File: src/rtl/sap1_pkg.sv
// rtl/sap1_pkg.sv - shared opcodes, T-state indices and opcode width for the SAP-1 sequencer
package sap1_pkg;

   localparam int OP_WIDTH = 4;

   localparam logic [3:0] OP_LDA = 4'b0000;
   localparam logic [3:0] OP_ADD = 4'b0001;
   localparam logic [3:0] OP_SUB = 4'b0010;
   localparam logic [3:0] OP_OUT = 4'b1110;
   localparam logic [3:0] OP_HLT = 4'b1111;

   // Values double as bit positions in the one-hot t_state vector.
   typedef enum logic [2:0] {
      TS_T1   = 3'd0,
      TS_T2   = 3'd1,
      TS_T3   = 3'd2,
      TS_T4   = 3'd3,
      TS_T5   = 3'd4,
      TS_T6   = 3'd5,
      TS_HALT = 3'd6
   } tstate_e;

endpackage

File: src/rtl/ring_counter.sv
// rtl/ring_counter.sv - six-step one-hot ring counter with run enable and sticky HALT
module ring_counter
   import sap1_pkg::*;
(
   input  logic       clk,
   input  logic       rst,
   input  logic       run,
   input  logic       halt_req,
   output logic [5:0] ring,
   output logic       halt
);

   localparam logic [6:0] S_T1   = 7'b000_0001;
   localparam logic [6:0] S_T2   = 7'b000_0010;
   localparam logic [6:0] S_T3   = 7'b000_0100;
   localparam logic [6:0] S_T4   = 7'b000_1000;
   localparam logic [6:0] S_T5   = 7'b001_0000;
   localparam logic [6:0] S_T6   = 7'b010_0000;
   localparam logic [6:0] S_HALT = 7'b100_0000;

   logic [6:0] state;
   logic [6:0] state_next;

   always_comb begin
      state_next = state;
      if (run) begin
         case (state)
            S_T1:    state_next = S_T2;
            S_T2:    state_next = S_T3;
            S_T3:    state_next = S_T4;
            S_T4:    state_next = halt_req ? S_HALT : S_T5;
            S_T5:    state_next = S_T6;
            S_T6:    state_next = S_T1;
            S_HALT:  state_next = S_HALT;
            // Any corrupted encoding falls back to the start of an instruction.
            default: state_next = S_T1;
         endcase
      end
   end

   always_ff @(posedge clk) begin
      if (rst) begin
         state <= S_T1;
      end else begin
         state <= state_next;
      end
   end

   assign ring = state[5:0];
   assign halt = state[TS_HALT];

endmodule

File: src/rtl/control_sequencer.sv
// rtl/control_sequencer.sv - SAP-1 T-state sequencer with combinational control word decode
module control_sequencer #(
   parameter int OP_WIDTH = sap1_pkg::OP_WIDTH
) (
   input  logic                clk,
   input  logic                rst,
   input  logic                run,
   input  logic [OP_WIDTH-1:0] ir_opcode,
   output logic                cp,
   output logic                ep,
   output logic                lm_n,
   output logic                ce_n,
   output logic                li_n,
   output logic                ei_n,
   output logic                la_n,
   output logic                lb_n,
   output logic                lo_n,
   output logic                ea,
   output logic                su,
   output logic                eu,
   output logic [5:0]          t_state,
   output logic                halted
);

   import sap1_pkg::*;

   logic [5:0] ring;
   logic       ring_halt;
   logic       is_lda;
   logic       is_add;
   logic       is_sub;
   logic       is_out;
   logic       is_hlt;

   assign is_lda = (ir_opcode == OP_WIDTH'(OP_LDA));
   assign is_add = (ir_opcode == OP_WIDTH'(OP_ADD));
   assign is_sub = (ir_opcode == OP_WIDTH'(OP_SUB));
   assign is_out = (ir_opcode == OP_WIDTH'(OP_OUT));
   assign is_hlt = (ir_opcode == OP_WIDTH'(OP_HLT));

   ring_counter u_ring_counter (
      .clk      (clk),
      .rst      (rst),
      .run      (run),
      .halt_req (is_hlt),
      .ring     (ring),
      .halt     (ring_halt)
   );

   // Masking with rst keeps outputs quiet even before the first clock edge.
   assign t_state = rst ? 6'b000000 : ring;
   assign halted  = !rst && ring_halt;

   always_comb begin
      cp   = 1'b0;
      ep   = 1'b0;
      lm_n = 1'b1;
      ce_n = 1'b1;
      li_n = 1'b1;
      ei_n = 1'b1;
      la_n = 1'b1;
      lb_n = 1'b1;
      lo_n = 1'b1;
      ea   = 1'b0;
      su   = 1'b0;
      eu   = 1'b0;
      if (t_state[TS_T1]) begin
         ep   = 1'b1;
         lm_n = 1'b0;
      end else if (t_state[TS_T2]) begin
         cp   = 1'b1;
      end else if (t_state[TS_T3]) begin
         ce_n = 1'b0;
         li_n = 1'b0;
      end else if (t_state[TS_T4]) begin
         if (is_lda || is_add || is_sub) begin
            ei_n = 1'b0;
            lm_n = 1'b0;
         end else if (is_out) begin
            ea   = 1'b1;
            lo_n = 1'b0;
         end
      end else if (t_state[TS_T5]) begin
         if (is_lda) begin
            ce_n = 1'b0;
            la_n = 1'b0;
         end else if (is_add || is_sub) begin
            ce_n = 1'b0;
            lb_n = 1'b0;
         end
      end else if (t_state[TS_T6]) begin
         if (is_add || is_sub) begin
            la_n = 1'b0;
            eu   = 1'b1;
            su   = is_sub;
         end
      end
   end

endmodule

File: config.mk
export PLATFORM = sky130hd
export DESIGN_NAME = control_sequencer
export DESIGN_NICKNAME = d
export VERILOG_FILES = /design/src/rtl/sap1_pkg.sv /design/src/rtl/ring_counter.sv /design/src/rtl/control_sequencer.sv
export SDC_FILE = /design/constraint.sdc
export NUM_CORES = 1
export LEC_CHECK = 0
export CAP_MARGIN = 20
export CORE_MARGIN = 1.5
export CORE_UTILIZATION = 41
export CTS_CLUSTER_DIAMETER = 30
export DETAILED_ROUTE_END_ITERATION = 10
export GPL_ROUTABILITY_DRIVEN = 0
export GPL_TIMING_DRIVEN = 0
export PLACE_DENSITY = 0.75
export SYNTH_ARGS = -nofsm -noshare
export SYNTH_HDL_FRONTEND = slang
export SYNTH_HIERARCHICAL = 1
export SYNTH_SLANG_ARGS = --single-unit
File: constraint.sdc
create_clock -name clk -period 1.8 [get_ports clk]
set_input_delay 0.45 -clock clk [delete_from_list [all_inputs] [get_ports clk]]
set_output_delay 0.45 -clock clk [all_outputs]
set_load 0.01 [all_outputs]
==> impl_results.md <==
- Worst Path Buf+Inv: 3
- Die X: 42.3 um
- Aggregate global-route resource usage: 24.7%
- Crit path max-delay cell type: or3b_4
- Final Hold Fails: 0
- Placed inst area: between 900 and 1000 um2
- CP required: approximately 1.4 ns
- Min Clock Period, post-route: 1.99 ns
- Top Usage Layer GRT: met2
- GR Util met3: 8.62%
- Post-synth EDFFs: 0
- Max Cap Viol: 0
- Netlist cell types: 33
- Crit path max fanout: 4
- Core area: 1370 um2
- Die H: around 42 um
- Worst slew pin tran: about 0.34 ns
- Power Dens Cells: ~430 nW/um2
- Worst skew pair latency: around 0.26 ns
- Share of cells above drive strength 1: roughly 45%
- Synth warn: 6
- Synth top area share: between 20% and 30%
- CP delay by family, top: simple AND/OR/NAND/NOR gates
- Largest regs: u_ring_counter/state x7
- CTS sink count: 7
- Initial DRC count: 25
- Antenna Nets Post-Route: 0
- Root buf cell: clkbuf_4
- Hold_ws: ~0.45 ns
- Layout Nets: about 140
- DRC errors left: 0
- Total negative slack: -0.769 ns
- First-pass GRT wire length: 3.35 mm
- H-tree levels: 1
- Synth-to-Final Area Change: 72.7%
- Peak supply drop: about 370 uV
- Initial antenna violation count: 0
- HP Class: primary input to flop
- GR Layer Usage met1: between 30% and 40%
- Biggest area consumer among synthesized cells: dfxtp_1
- Post-layout util: 79.9%
- Reg clk slew, reported paths: approximately 0.050 ns
- Vias: roughly 850
- Fin crit share: 111%
- Placed cells: 127
- Sequential-to-total area share from yosys stat: 22.2%
- TritonCTS buffer count: 3
- Critical path class: primary input to primary output
- Post-synthesis register bit count: 7
- RSZ-0062 raised after global routing: true
- Sequential Area: about 160 um2
- Multi-input gate area: ~530 um2
- Synth area leaders: dfxtp_1, nor2b_1, nor2_1
- Syn avg cell area: slightly above 7 um2
- Crit path DAT: roughly 1.5 ns
- Final Setup Violations: 7
- Fmax: about 500 MHz
- Tot Pwr: 0.468 mW
- Relative slew slack: approximately 77%
- CTS tree: done
- Main synth FF type: dfxtp_1
- Core Rows: 13
- Filler instances: 85
- Grt met2 use: about two fifths
- Biggest register: u_ring_counter/state
- Post-synth ARST share: 0%
- Die Area: 1790 um2
- Final Skew: about 0.0034 ns
- Ant. Diodes: 0
- Port Buffers: 25
- Detailed Place HPWL: ~1.3 mm
- Commonest cells post-synth: nor2_1, nor2b_1, dfxtp_1
- Place WS: -1.14 ns
- Status: complete, but fails checks
- Pins Over Slew Limit: 0
- Max stage delay on crit path: roughly 0.39 ns
- Failing checks: setup timing
- Overflow after GRT: 0
- Setup crit start kind: primary input
- Max reg flops: 7
- Final WS setup: -0.194 ns
- Non-Filler Instances: 145
- Crit. End Element: primary output
- DRT Pass-1 Iters: 4
- Gate Count Post-Synth: 87
- Net count after synthesis: 94
- Cell area after layout: approximately 1100 um2
- Average wire per standard cell: 15.4 um
- Max Buffers Root-to-Sink: 2
- Count leader, synth: nor2_1
- Leak Pwr: between 0.4 and 0.5 nW
- Vias per std cell: 5.88
- Critical-path cell list: buf_12, buf_8, or3b_4, or3_1, buf_2
- Initial Util: between 40% and 50%
- Post-Syn Area: 632 um2
- Total length of routed wires: 2.23 mm
- Pin count of the biggest net entering global routing: 12
- I/O pins: 26
- Number of global-route vias before repair: ~750
[cell families after synthesis]
| family | count (synthesis) | synth area share [%] |
|---|---|---|
| compound gates | 16 | 16.0 |
| xor+xnor | 3 | 4.16 |
| buf+inv | 7 | 6.34 |
| flops | 7 | 22.2 |
| simple gates | 54 | 51.3 |
[final timing paths]
| path | start | to | slack, ns | depth (start not counted) |
|---|---|---|---|---|
| max reg2reg | u_ring_counter/state[1] | u_ring_counter/state[0] | 0.40 | 4 |
| min | rst | u_ring_counter/state[5] | 0.45 | 3 |
| max | rst | lo_n | -0.19 | 5 |
| min reg2reg | u_ring_counter/state[5] | u_ring_counter/state[5] | 0.51 | 2 |
[cell type report]
cell class	instances	share of cell area, %
flip-flops and latches	7	14.4
plain buffers	4	2.98
multi-input cells	73	48.3
well taps	15	1.72
clock buffers	4	2.41
inverters	3	1.03
repair buffers	39	29.1
[layout by cell type (no fill, tap or decap), drive strengths merged, types with 4 or more instances in the layout]
| cell type | instances |
|---|---|
| o21ai | 4 |
| nor2b | 8 |
| nand2 | 4 |
| dlygate4sd2 | 9 |
| nand2b | 5 |
| a21oi | 5 |
| nand4 | 4 |
| buf | 30 |
| clkbuf | 7 |
| dfxtp | 7 |
| nor2 | 12 |
[worst register-to-register path: stages (launching register included)]
cell and delay (ns):
dfxtp_4 0.37, buf_4 0.14, nor4_2 0.29, o211ai_1 0.13, a311o_1 0.36
[power by group]
group / switching (mW) / leakage, nW / total, mW / internal [mW]
registers: 0.0142 / 0.0603 / 0.171 / 0.157
logic: 0.0675 / 0.366 / 0.148 / 0.0805
clock network: 0.0633 / 0.0150 / 0.148 / 0.0849
[metal layers]
metal,routed length [um],up-vias
li1,-,397
met1,934,417
met2,1120,32
met3,125,6
met4,48,0
met5,0,-
[what timing repair did]
item,4_1_cts,5_1_grt
endpoints found under the setup margin,19,10
hold buffers,0,0
buffers inserted,9,6
pin swaps,9,14
gates cloned,0,0
resized for setup,95,13
Note: power is estimated with default switching activity, not from simulation.
